File: src/rtl/inst_encoder.sv
// RV32I field-to-instruction encoder with immediate range checks,
// a 2-entry output buffer and saturating statistics counters.
package riscv_pkg;
  localparam logic [6:0] OP_R_TYPE = 7'b0110011;
  localparam logic [6:0] OP_I_TYPE = 7'b0010011;
  localparam logic [6:0] OP_LOAD   = 7'b0000011;
  localparam logic [6:0] OP_JALR   = 7'b1100111;
  localparam logic [6:0] OP_STORE  = 7'b0100011;
  localparam logic [6:0] OP_BRANCH = 7'b1100011;
  localparam logic [6:0] OP_JAL    = 7'b1101111;
  localparam logic [6:0] OP_LUI    = 7'b0110111;
  localparam logic [6:0] OP_AUIPC  = 7'b0010111;
  localparam logic [31:0] INSTR_NOP = 32'h0000_0013;
endpackage

module inst_encoder
  import riscv_pkg::*;
#(
  parameter int CNT_W = 16
) (
  input  logic             clk,
  input  logic             rst_n,
  input  logic             in_valid,
  output logic             in_ready,
  input  logic [6:0]       in_opcode,
  input  logic [4:0]       in_rd,
  input  logic [4:0]       in_rs1,
  input  logic [4:0]       in_rs2,
  input  logic [2:0]       in_funct3,
  input  logic [6:0]       in_funct7,
  input  logic [31:0]      in_imm,
  output logic             out_valid,
  input  logic             out_ready,
  output logic [31:0]      out_instr,
  output logic             out_err,
  output logic [CNT_W-1:0] enc_count,
  output logic [CNT_W-1:0] err_count
);

  logic signed [31:0] simm;
  logic is_r, is_i, is_s, is_b, is_j, is_u;
  logic fit_12, fit_b, fit_j;
  logic [31:0] enc_instr;
  logic enc_err;

  assign simm = in_imm;

  assign is_r = in_opcode == OP_R_TYPE;
  assign is_i = (in_opcode == OP_I_TYPE)
             || (in_opcode == OP_LOAD)
             || (in_opcode == OP_JALR);
  assign is_s = in_opcode == OP_STORE;
  assign is_b = in_opcode == OP_BRANCH;
  assign is_j = in_opcode == OP_JAL;
  assign is_u = (in_opcode == OP_LUI)
             || (in_opcode == OP_AUIPC);

  assign fit_12 = (simm >= -32'sd2048)
               && (simm <= 32'sd2047);
  assign fit_b = (simm >= -32'sd4096)
              && (simm <= 32'sd4094)
              && !in_imm[0];
  assign fit_j = (simm >= -32'sd1048576)
              && (simm <= 32'sd1048574)
              && !in_imm[0];

  always_comb begin
    enc_instr = INSTR_NOP;
    enc_err   = 1'b1;
    unique case (1'b1)
      is_r: begin
        enc_instr = {in_funct7, in_rs2, in_rs1,
                     in_funct3, in_rd, in_opcode};
        enc_err   = 1'b0;
      end
      is_i: begin
        enc_instr = {in_imm[11:0], in_rs1,
                     in_funct3, in_rd, in_opcode};
        enc_err   = !fit_12;
      end
      is_s: begin
        enc_instr = {in_imm[11:5], in_rs2, in_rs1,
                     in_funct3, in_imm[4:0], in_opcode};
        enc_err   = !fit_12;
      end
      is_b: begin
        enc_instr = {in_imm[12], in_imm[10:5], in_rs2,
                     in_rs1, in_funct3, in_imm[4:1],
                     in_imm[11], in_opcode};
        enc_err   = !fit_b;
      end
      is_j: begin
        enc_instr = {in_imm[20], in_imm[10:1], in_imm[11],
                     in_imm[19:12], in_rd, in_opcode};
        enc_err   = !fit_j;
      end
      is_u: begin
        enc_instr = {in_imm[31:12], in_rd, in_opcode};
        enc_err   = in_imm[11:0] != 12'h000;
      end
      default: ;
    endcase
    if (enc_err) enc_instr = INSTR_NOP;
  end

  logic [1:0]  count;
  logic [31:0] tail_instr;
  logic        tail_err;
  logic        push, pop;

  assign in_ready  = !count[1];
  assign out_valid = count != 2'd0;
  assign push      = in_valid && in_ready;
  assign pop       = out_valid && out_ready;

  // Head is a dedicated register so it keeps its value once drained.
  always_ff @(posedge clk or negedge rst_n) begin
    if (!rst_n) begin
      count      <= 2'd0;
      out_instr  <= 32'h0;
      out_err    <= 1'b0;
      tail_instr <= 32'h0;
      tail_err   <= 1'b0;
    end else begin
      if (pop && count == 2'd2) begin
        out_instr <= tail_instr;
        out_err   <= tail_err;
      end else if (push && (count == 2'd0 || pop)) begin
        out_instr <= enc_instr;
        out_err   <= enc_err;
      end else if (push) begin
        tail_instr <= enc_instr;
        tail_err   <= enc_err;
      end
      unique case ({push, pop})
        2'b10:   count <= count + 2'd1;
        2'b01:   count <= count - 2'd1;
        default: count <= count;
      endcase
    end
  end

  always_ff @(posedge clk or negedge rst_n) begin
    if (!rst_n) begin
      enc_count <= '0;
      err_count <= '0;
    end else if (push) begin
      if (enc_count != '1)
        enc_count <= enc_count + 1'b1;
      if (enc_err && err_count != '1)
        err_count <= err_count + 1'b1;
    end
  end

endmodule
File: config.mk
export PLATFORM = sky130hd
export DESIGN_NAME = inst_encoder
export DESIGN_NICKNAME = d
export VERILOG_FILES = /design/src/rtl/inst_encoder.sv
export SDC_FILE = /design/constraint.sdc
export NUM_CORES = 1
export LEC_CHECK = 0
export BUFFER_PORTS_ARGS = -buffer_cell sky130_fd_sc_hd__buf_2
export CORE_ASPECT_RATIO = 0.6
export CORE_MARGIN = 2
export CORE_UTILIZATION = 48
export DETAILED_ROUTE_END_ITERATION = 10
export GPL_TIMING_DRIVEN = 1
export PLACE_DENSITY = 0.77
export REMOVE_ABC_BUFFERS = 1
export SYNTH_ARGS = -nofsm -noshare
export SYNTH_HDL_FRONTEND = slang
export SYNTH_SLANG_ARGS = --single-unit
File: constraint.sdc
create_clock -name clk -period 2.1 [get_ports clk]
set_input_delay 0.63 -clock clk [delete_from_list [all_inputs] [get_ports clk]]
set_output_delay 0.63 -clock clk [all_outputs]
set_load 0.05 [all_outputs]
======== After elaboration in Yosys (flattened, before gate mapping) ========
Cells that the tools add are included.
word-level totals
  bits in registers ....................... 100
  input port bits ......................... 68
  output and inout port bits .............. 67
  word-level logic and storage cells ...... 69
cells by class
  $add $sub $neg .......................... 4
  $lt $le $gt $ge ......................... 6
  eq/ne operators ......................... 14
  mux-type cells .......................... 8
  bitwise gates (word level) .............. 2
  reduce and logical (&&, ||, !) cells .... 28
operators with widths
  operator                                                                 count
  32-bit case mux with 6 select lines                                      1
  32-bit two-way mux                                                       3
  16-bit by 1-bit adder with 16-bit output, second input constant          2
  32-bit by 12-bit >= comparator with 1-bit output, second input constant  1
  32-bit by 13-bit >= comparator with 1-bit output, second input constant  1
  32-bit by 21-bit >= comparator with 1-bit output, second input constant  1
  32-bit by 12-bit <= comparator with 1-bit output, second input constant  1
  32-bit by 13-bit <= comparator with 1-bit output, second input constant  1
  32-bit by 21-bit <= comparator with 1-bit output, second input constant  1
  16-bit != test, second input constant                                    2
  7-bit by 6-bit equality test with 1-bit output, second input constant    3
  7-bit equality test, second input constant                               3
  7-bit by 5-bit equality test with 1-bit output, second input constant    2
  12-bit nonzero test                                                      1
  1-bit logical AND                                                        10
  7-bit by 2-bit equality test with 1-bit output, second input constant    1
  2-bit nonzero test                                                       3
  1-bit zero test                                                          5
  1-bit case mux with 5 select lines                                       1
  2-bit equality test, second input constant                               2
  1-bit logical OR                                                         4
  2-bit case mux with 2 select lines                                       1
  2-bit AND reduction                                                      2
  3-bit AND reduction                                                      1
  other kinds (7)                                                          9

======== Depth between registers and ports, before layout ========
  word-level depth ........................ 8
  depth in mapped cells ................... 11
  gate-level depth less buffers ........... 8

======== Worst setup path before layout ========
No wires, ideal clock.
  path kind ............................... input -> register
  start point ............................. in in_opcode[3]
  end point ............................... reg out_instr[24]
  setup time .............................. 77 ps
  arrival time ............................ 2495 ps
  slack ................................... -473 ps
  stages .................................. 10
  buffers on the path ..................... 3
  cells stage by stage .................... nand3b_4 > and4bb_2 > buf_6 > or3_1 > o311ai_1 > or3_1 > buf_6 > buf_6 > or3_1 > a21oi_1
on the way
  cells in the longest elaborated chain, start to end .. 8
  elaborated cells on any way between the ends .. 18
  those cells by class .................... eq/ne: 9; mux: 5; reduce/logical: 4
ends and longest elaborated chain
  what                                                                                                              RTL line  RTL
  start: declaration                                                                                                25        input logic [6:0] in_opcode,
  7-bit by 5-bit equality test with 1-bit output or 7-bit by 2-bit equality test with 1-bit output (tied branches)  49, 50
  1-bit logical OR                                                                                                  50        || (in_opcode == OP_LOAD)
  1-bit logical OR                                                                                                  51        || (in_opcode == OP_JALR);
  2-bit OR reduction (no line)                                                                                      n/a
  1-bit case mux with 5 select lines                                                                                70        unique case (1'b1)
  32-bit two-way mux *                                                                                              103       if (enc_err) enc_instr = INSTR_NOP;
  32-bit two-way mux *                                                                                              128       end else if (push && (count == 2'd0 || pop)) begin
  32-bit two-way mux *                                                                                              125       if (pop && count == 2'd2) begin
  end signal: assignment                                                                                            126       out_instr <= tail_instr;
  end signal: assignment                                                                                            129       out_instr <= enc_instr;
  end: declaration                                                                                                  34        output logic [31:0] out_instr,
Mark *: on every way between the ends. The rest lies on a longest branch, timed or not. The select of a mux whose other input is x is not followed.
A chain may end at the register's enable or synchronous reset.

======== Worst setup path after layout ========
  start point ............................. in in_imm[28]
  end point ............................... reg tail_instr[3]
on the way
  cells in the longest elaborated chain, start to end .. 6
  elaborated cells on any way between the ends .. 16
  those cells by class .................... order compare: 6; mux: 2; reduce/logical: 8
ends and longest elaborated chain
  what                                                                      RTL line  RTL
  start: declaration                                                        31        input logic [31:0] in_imm,
  32-bit by 21-bit >= comparator with 1-bit output (tied with other cells)  63        assign fit_j = (simm >= -32'sd1048576)
  1-bit logical AND (on tied branches)                                      64, 61
  1-bit logical AND (on tied branches)                                      65, 62
  1-bit zero test (on tied branches)                                        95, 90
  1-bit case mux with 5 select lines *                                      70
  32-bit two-way mux *                                                      103
  end signal: assignment                                                    132       tail_instr <= enc_instr;
  end: declaration                                                          107       logic [31:0] tail_instr;
Mark *: on every way between the ends. The rest lies on a longest branch, timed or not.

==> metrics.md <==
| Metric | Value |
|---|---|
| CP endpoint | tail_instr[3] |
| CTS Buf Count | 9 |
| Synthesized area per cell | between 9 and 10 um^2 |
| Hold Path Class | in2async |
| CP arrival | 2.92 ns |
| Vias in the first global route | roughly 5.3k |
| Setup TNS | -30.18 ns |
| Highest-count cells in the layout ignoring fill and taps | buf_2 (122), dfrtp_1 (100), buf_4 (92), nand2_1 (51), nor2_1 (30) |
| Antenna Cells | 0 |
| Failing checks | setup timing |
| Hold_buf cts | 0 |
| Post-Syn Instances | 530 |
| Clock transition at path regs | 0.07 ns |
| CTS tree | built |
| Site row count | 28 |
| RR Endpoint | err_count[5] |
| Crit. path cell count | 9 |
| Reg2reg path depth | 9 |
| Flop2flop setup slack | -0.17 ns |
| DRC | 0 |
| Worst setup path start | in_imm[28] |
| Tcrit/Tclk final | 128% |
| Final Hold Fails | 0 |
| Critical Path RT | 2.33 ns |
| Outcome | finished with violations |
| Leakage power | 3.58 nW |
| Synthesized cell area | ~5000 um^2 |
| H-tree levels | 3 |
| Startpoint Class | primary input |
| Core Box Area | approximately 10000 um^2 |
| Via count | roughly 6k |
| DPL Wire Length | 11000 um |
| Switching Share | a little under half |
| Comb power frac | 48.1% |
| Post-Route WL | approximately 21000 um |
| GRT overflow | 0 |
| Total GRT Usage | around 30% |
| Slew Limit Headroom | about half |
| Seq/Total Area, Yosys | ~50% |
| Psw | around 4 mW |
| Pins Over Slew Limit | 0 |
| Placed cell count | ~860 |
| Top_reg_cell synth | dfrtp_1 |
| RePlAce Congestion | 1.04 |
| Post-layout nets | 830 |
| Finished Layout Cells | between 800 and 900 |
| Detailed Route Iter0 Violations | 704 |
| Setup Crit Path Kind | in2reg |
| Initial antenna violation count | 0 |
| FMAX | approximately 0.37 GHz |
| Synthesized flop and latch total | 100 |
| Routed vias/inst | 6.65 |
| Setup-failing EPs final | 78 |
| Buf+Inv Stages, Crit Path | 3 |
| Worst slew pin tran | 0.728 ns |
| Die ar. | about 11000 um^2 |
| Avg WL per Cell | approximately 24 um |
| RR Startpoint | err_count[0] |
| Overall power consumption | between 8 and 9 mW |
| Initial Utilization | between 50% and 60% |
| Final Critical Period | approximately 2.7 ns |
| IO Pins | 135 |
| Root Driver | clkbuf_16 |
| Slowest cell on crit path | or3_4 |
| PnR worst setup slack | -0.591 ns |
| First-pass GRT wire length | approximately 27000 um |
| PD cells | 1080 nW/um^2 |
| Layout cells sized above 1 | 51.3% |
| Sequential power share | a little under a third |
| Area growth from synthesis to layout | 56.9% |
| Fraction of registers with async set/reset | 100% |
| CP Capture Type | flip-flop |
| Cell family with most CP delay | simple AND/OR/NAND/NOR gates |
| Max incr delay on CP | around 0.46 ns |
| Max Buffers Root-to-Sink | 2 |
| Worst VDD drop | ~0.84 mV |
| Max FO, Critical Path | 8 |
| Cell Chain, Critical Path | buf_8 > nor4_4 > and3_4 > and3_4 > a221oi_4 > or3_4 > buf_4 > clkbuf_16 > o31ai_1 |
| FILL cells | ~580 |
| Die Wd | roughly 140 um |
| Post-route ant nets | 0 |
| Die Ht | approximately 83 um |
| DRT Pass-1 Iters | 5 |
| Worst Clk Skew | 0.00578 ns |
| Commonest non-fill, non-tap cell in the layout | buf_2 |
| MaxCap Viol Count | 0 |
| Internal | ~4.5 mW |
| Library cells used by synthesis | 51 |
| Clock network power share | approximately a fifth |
| Clock sink total | 100 |
| Pin count of the biggest net entering global routing | 65 |
| Hold WS | about 0.2 ns |
| Post-synth EDFFs | 0 |
| Most frequent CP cell | and3_4 |
| Total number of yosys warnings | 0 |
| Clock latency on the worst-skew pair | ~0.35 ns |
| IO buf count | 134 |
| RSZ-0062 raised after global routing | yes |
==> power groups by stage <==
stage / combinational, mW / clock, mW / sequential (mW)
after floorplan: 1.09 / 0 / 3.85
after detailed placement: 3.51 / 0 / 2.65
after global placement: 3.44 / 0 / 2.64
final: 4.10 / 1.75 / 2.69
after global routing: 4.29 / 1.84 / 2.72
after CTS: 3.67 / 1.75 / 2.63
==> registers in the layout (all words and copies together) (netlist names) <==
register    count
out_instr      32
tail_instr     32
enc_count      16
err_count      16
count           2
out_err         1
tail_err        1
==> cells by family after synthesis <==
family          count (synthesis)  share of synthesized area [%]
buf+inv                        40                           3.60
flops                         100                           49.7
fa+ha+maj                       3                          0.745
mux                             3                          0.671
simple gates                  220                           22.3
compound gates                132                           17.4
xor+xnor                       32                           5.56
==> layer usage <==
layer	wire (um)	global-route usage [%]
met5	0	0
met1	8000	40.9
met4	1560	11.7
met2	9420	46.4
met3	2260	6.72
==> metrics by stage <==
stage | area [um^2] | worst slack, ns | utilization, %
floorplan | 4870 | -1.61 | -
global placement | 6480 | -0.735 | 64.7
detailed placement | 6480 | -0.860 | 64.7
CTS | 7270 | -0.235 | 72.6
global route | 7910 | -0.568 | 78.9
finish | 7910 | -0.591 | 78.9
==> worst min path at each step <==
stage | end | slack [ns] | depth (start not counted)
floorplan | count[0] | 0.33 | 0
global placement | tail_instr[0] | 0.45 | 1
detailed placement | tail_instr[1] | 0.46 | 1
CTS | out_instr[19] | 0.20 | 1
global route | out_instr[19] | 0.22 | 1
finish | out_instr[19] | 0.20 | 1
==> area by class of cell <==
type | instances | area (um^2) | share of cell area, %
Inverter | 4 | 15.0 | 0.190
Multi-Input combinational cell | 390 | 3060 | 38.7
Clock inverter | 7 | 86.3 | 1.09
Tap cell | 135 | 169 | 2.14
Sequential cell | 100 | 2500 | 31.7
Timing Repair Buffer | 254 | 1850 | 23.4
Clock buffer | 9 | 225 | 2.85
==> what timing repair did <==
item / 4_1_cts / 5_1_grt
pin swaps: 41 / 55
endpoints found under the hold margin: 0 / 0
gates cloned: 2 / 1
setup buffers: 12 / 16
gates resized for setup: 87 / 124
setup endpoints to repair: 78 / 79
==> cell usage after synthesis (4+ instances only) <==
cell type	count	area, um^2
dfrtp_1	100	2500
nand2_1	64	240
a21oi_1	47	235
nor2_1	36	135
nand3_1	28	140
clkbuf_1	27	101
xnor2_1	26	228
o21ai_0	25	125
nand4_1	21	131
or3_1	16	100
o31ai_1	15	113
and3_1	14	87.6
a22o_1	11	96.3
a222oi_1	10	100
nor4_1	10	62.6
a22oi_1	8	60.1
nor3_1	7	35.0
xor2_1	6	52.6
buf_2	4	20.0
inv_1	4	15.0
nor2b_1	4	25.0
or2_2	4	25.0
(Power assumes the default switching activity.)
